==> config.mk <==
export PLATFORM = sky130hd
export DESIGN_NAME = step5_normalize_pack
export DESIGN_NICKNAME = d
export VERILOG_FILES = /design/src/rtl/step5_normalize_pack.sv
export SDC_FILE = /design/constraint.sdc
export NUM_CORES = 1
export LEC_CHECK = 0
export BUFFER_PORTS_ARGS = -buffer_cell sky130_fd_sc_hd__buf_4
export CAP_MARGIN = 0
export CORE_MARGIN = 4
export CORE_UTILIZATION = 35
export DETAILED_ROUTE_END_ITERATION = 6
export HOLD_SLACK_MARGIN = 0.12
export SYNTH_ARGS = -nofsm -noshare
export SYNTH_HDL_FRONTEND = slang
export SYNTH_SLANG_ARGS = --single-unit
==> constraint.sdc <==
create_clock -name clock -period 4.45 [get_ports clock]
set_clock_uncertainty 0.05 [all_clocks]
set_input_delay 0.6675 -clock clock [delete_from_list [all_inputs] [get_ports clock]]
set_output_delay 0.6675 -clock clock [all_outputs]
set_load 0.01 [all_outputs]
==> src/rtl/step5_normalize_pack.sv <==
// Final stage of the floating-point adder: takes the unnormalized magnitude
// and biased exponent from the status stage, normalizes it one bit per cycle,
// then packs an IEEE-754 single-precision word with overflow/underflow/zero flags.
module step5_normalize_pack #(
    parameter int EXP_W  = 8,
    parameter int MANT_W = 23
) (
    input  logic                      clock,
    input  logic                      reset,
    input  logic                      in_valid,
    output logic                      in_ready,
    input  logic                      in_sign,
    input  logic                      in_ov_sign,
    input  logic [EXP_W-1:0]          in_exp,
    input  logic [MANT_W+1:0]         in_mant,
    output logic                      out_valid,
    input  logic                      out_ready,
    output logic [EXP_W+MANT_W:0]     out_result,
    output logic [2:0]                out_flags
);

    // One extra exponent bit so a carry-in increment past the all-ones code is visible.
    localparam int XW = EXP_W + 1;
    localparam int CNT_W = $clog2(MANT_W + 1);
    localparam logic [XW-1:0] EXP_MAX = {1'b0, {EXP_W{1'b1}}};
    localparam logic [XW-1:0] EXP_ONE = XW'(1);
    localparam logic [CNT_W-1:0] SHIFT_MAX = CNT_W'(MANT_W);

    typedef enum logic [1:0] {IDLE, NORM, DONE} state_t;

    state_t             state;
    logic               sign_r;
    logic               ov_r;
    logic               max_in_r;
    logic [XW-1:0]      exp_r;
    logic [MANT_W+1:0]  mant_r;
    logic [CNT_W-1:0]   shift_cnt;
    logic [EXP_W+MANT_W:0] pack_result;
    logic [2:0]         pack_flags;
    logic               unused_ov;

    // The carry flag from the adder is kept for debug visibility only;
    // normalization always trusts the magnitude's own carry bit.
    assign unused_ov = ov_r;

    // Upstream may hand over a word only while we sit idle and out of reset.
    assign in_ready = (state == IDLE) && !reset;

    // Packing decision on the normalized magnitude: zero wins, then overflow
    // (including an incoming all-ones exponent), then denormal, else normal.
    always_comb begin
        pack_result = '0;
        pack_flags  = 3'b000;
        if (mant_r == '0) begin
            pack_result = {sign_r, {(EXP_W+MANT_W){1'b0}}};
            pack_flags  = 3'b001;
        end else if (max_in_r || (exp_r >= EXP_MAX)) begin
            pack_result = {sign_r, {EXP_W{1'b1}}, {MANT_W{1'b0}}};
            pack_flags  = 3'b100;
        end else if ((exp_r <= EXP_ONE) && !mant_r[MANT_W]) begin
            pack_result = {sign_r, {EXP_W{1'b0}}, mant_r[MANT_W-1:0]};
            pack_flags  = 3'b010;
        end else begin
            pack_result = {sign_r, exp_r[EXP_W-1:0], mant_r[MANT_W-1:0]};
            pack_flags  = 3'b000;
        end
    end

    // Capture, normalize one step per cycle, then present the packed result until taken.
    always_ff @(posedge clock or posedge reset) begin
        if (reset) begin
            state      <= IDLE;
            sign_r     <= 1'b0;
            ov_r       <= 1'b0;
            max_in_r   <= 1'b0;
            exp_r      <= '0;
            mant_r     <= '0;
            shift_cnt  <= '0;
            out_valid  <= 1'b0;
            out_result <= '0;
            out_flags  <= 3'b000;
        end else begin
            case (state)
                IDLE: begin
                    if (in_valid) begin
                        sign_r    <= in_sign;
                        ov_r      <= in_ov_sign;
                        max_in_r  <= (in_exp == {EXP_W{1'b1}});
                        exp_r     <= {1'b0, in_exp};
                        mant_r    <= in_mant;
                        shift_cnt <= '0;
                        state     <= NORM;
                    end
                end
                NORM: begin
                    if (mant_r == '0) begin
                        state <= DONE;
                    end else if (mant_r[MANT_W+1]) begin
                        mant_r <= mant_r >> 1;
                        exp_r  <= exp_r + EXP_ONE;
                        state  <= DONE;
                    end else if (mant_r[MANT_W] || (exp_r <= EXP_ONE) ||
                                 (shift_cnt == SHIFT_MAX)) begin
                        state <= DONE;
                    end else begin
                        mant_r    <= mant_r << 1;
                        exp_r     <= exp_r - EXP_ONE;
                        shift_cnt <= shift_cnt + CNT_W'(1);
                    end
                end
                DONE: begin
                    if (!out_valid) begin
                        out_result <= pack_result;
                        out_flags  <= pack_flags;
                        out_valid  <= 1'b1;
                    end else if (out_ready) begin
                        out_valid <= 1'b0;
                        state     <= IDLE;
                    end
                end
                default: state <= IDLE;
            endcase
        end
    end

endmodule
==> impl_metrics.ini <==
[power_and_ir_drop]
ir_drop_uv = 251
p_leak_uw = 0.00226
powerDensity_nw_per_um2 = 802

[setup_path]
r2r-start = exp_r[1]
crit_chain = inv_1 -> ha_1 -> o2111ai_1 -> a211oi_2 -> or2_1 -> buf_4 -> a211o_1
r2r_setup_slack_ps = 1870
cp_slowest_cell = dfrtp_1
path_buf_inv = 2
cp.required_ps = 4630
cp-end-kind = register
critPathArrivalTime_ps = 2760
regToRegEndpoint = exp_r[0]
startpoint_type = register
critPathKind = reg -> reg
slowest_delay_ps = 500
path_delay_family = compound AO/OA/AOI/OAI gates
crit_fanout = 13
ff2ff_path_depth = 7

[synthesis]
yosys.area.top_type = dfrtp_1
synth_edf_count = 0
synth_nets = 463
synth.area.top_cells = dfrtp_1 (47%), o31ai_2 (5.9%), o21ai_0 (5.4%)
yosysWarnings = 0
netlist_area_um2 = 4210
synth-seq-cells = 79
yosys.area.top_type_share = 0.470
async_flop_share = 1.00
seq_area_frac_synth = 0.470
postSynthCellCount = 419
synth_ff_type = dfrtp_1
syn_area_per_cell_um2 = 10.0
synth_cell_types = 58

[grt]
grt_antenna_before_repair = 0
grt_max_degree = 48
grtUsageTotal = 0.170
first_global_vias = 3748
grt_pass1_wl_mm = 19.4
overflow = 0

[detailed_routing]
viasPerCell = 5.74
vias = 3585
drt-total-wl_mm = 11.3
antenna_left = 0
first_pass_iters = 4
drt-initial-drc-count = 335
drt-wirelength-per-cell_um = 18.1
drc = 0

[sta]
period_needed_ps = 2580
worst_pin_slew_ps = 619
setup_tns_ps = 0
maxSlewHeadroom = 0.587
setup_violations = 0
hold_viol = 0
finalWorstSetupSlack_ps = 1870
min_period_over_period = 0.581
fmax_mhz = 387
rsz0062_at_grt = no
slew_violations = 0
whs_ps = 304

[placed_design]
place_area_um2 = 4850
post-dp-hpwl_mm = 7.52
pre_cts_ws_ps = 1630
place_congestion = 0.802
io_buffers = 74

[cells_and_area]
area_growth_pct = 23.2
nFillCells = 1109
nNetsFinal = 521
regArea_um2 = 1980
final_area_um2 = 5180
multiInputGateArea_um2 = 2020
antennaDiodeCount = 0
utilization = 0.446
drive_gt1_frac = 0.290

[clocking]
cts_resized = 0
clock_latency_ps = 340
cts_tree = yes
cts_buffer_depth = 2
cts.hold.buffers_added = 0
numCtsBuffers = 9
clk_root_buffer_cell = clkbuf_16
post-cts-setup-buffers = 0
htreeDepth = 3
cts.clk_slew.worst_paths_ps = 60
cts_sinks = 79

[floorplanning]
start_util = 0.362
core_area_um2 = 11600
dieArea_um2 = 13800
io_pins = 76
num_rows = 39
die_w_um = 118
die_height_um = 118

[flow_run]
cap_violations = 0

[outcome]
status = finished, final reports clean

[worst_hold_path]
hold_path_class = in -> async
-- synth_stat cells, types with 2 or more instances --
cell type and instances:
a2bb2oi_1 3, nand3_1 5, o21ai_1 9, o21ai_0 45, nor3_1 3, o31ai_2 20, nand3b_1 2, o211ai_1 2
inv_1 6, nor2_1 42, buf_2 10, ha_1 5, or3_1 5, nand2_1 31, nor3_2 3, mux2i_1 2
buf_6 4, a22o_1 23, clkbuf_1 25, a22oi_1 4, dfrtp_1 79, a21oi_1 8, o31ai_1 7, nor4_1 8
nand2b_1 4, nor3b_2 2, a221oi_1 22, o32ai_1 2, and3_1 2, o31ai_4 3, nand4_1 6
-- worst max path at each step --
stage / start / to / slack (ps) / depth (start not counted)
floorplan: reset / exp_r[0] / 1710 / 1
global route: exp_r[1] / exp_r[0] / 1670 / 7
global placement: in_valid / exp_r[0] / 1660 / 7
detailed placement: in_valid / exp_r[0] / 1630 / 7
finish: exp_r[1] / exp_r[0] / 1870 / 7
CTS: exp_r[1] / exp_r[0] / 1840 / 7
-- layer usage --
layer / wire, um / global-route usage / vias up
li1: - / - / 1707
met1: 5240 / 0.229 / 1751
met2: 5250 / 0.257 / 112
met3: 640 / 0.0476 / 15
met4: 199 / 0.0747 / 0
met5: 0 / 0 / -
-- area by class of cell --
cell class	instances	area share
flip-flops and latches	79	0.381
clock inverters	4	0.0150
repair buffers	87	0.126
well taps	143	0.0345
inverters	7	0.00507
clock buffers	12	0.0495
multi-input cells	293	0.389
-- metrics by stage --
stage | power (uW) | instances
after detailed placement | 3350 | 609
after CTS | 4180 | 625
after floorplan | 2750 | 419
final | 4160 | 625
after global routing | 4480 | 625
after global placement | 3300 | 609
-- registers in the layout, indices dropped and copies added, names as in the netlist --
signal      count
max_in_r        1
sign_r          1
out_flags       3
state           2
out_result     32
shift_cnt       5
out_valid       1
exp_r           9
mant_r         25
-- layout by cell type, fill, tap and decap left out, drive strengths merged, types with 3 or more instances in the layout --
master | Yosys | final
a21oi | 8 | 8
a221oi | 22 | 22
a22o | 23 | 23
a22oi | 4 | 4
a2bb2oi | 3 | 3
buf | 15 | 87
clkbuf | 25 | 12
dfrtp | 79 | 79
ha | 5 | 5
inv | 7 | 7
nand2 | 31 | 31
nand2b | 4 | 4
nand3 | 5 | 5
nand4 | 7 | 7
nor2 | 42 | 42
nor3 | 7 | 7
nor3b | 3 | 3
nor4 | 8 | 8
o21ai | 54 | 54
o31ai | 30 | 30
or3 | 5 | 5
-- cells by family (layout without fill, tap and decap cells) --
logic type | Yosys count | count (layout) | synth area share
xor+xnor | 1 | 1 | 0.00208
mux | 4 | 4 | 0.0101
simple gates | 123 | 123 | 0.149
fa+ha+maj | 5 | 5 | 0.0149
compound gates | 160 | 160 | 0.302
buf+inv | 47 | 110 | 0.0520
flops | 79 | 79 | 0.470
-- power breakdown --
part / leakage (uW) / switching, uW / internal [uW]
registers: 0.000998 / 373 / 1050
logic: 0.00110 / 1070 / 836
clock network: 0.000163 / 300 / 524
-- worst reg2reg max path, stage by stage, from the launching register on --
cell and delay, ps:
dfrtp_1 500, inv_1 130, ha_1 210, o2111ai_1 380, a211oi_2 130, or2_1 460
buf_4 320, a211o_1 300
Note: power is estimated with default switching activity, not from simulation.
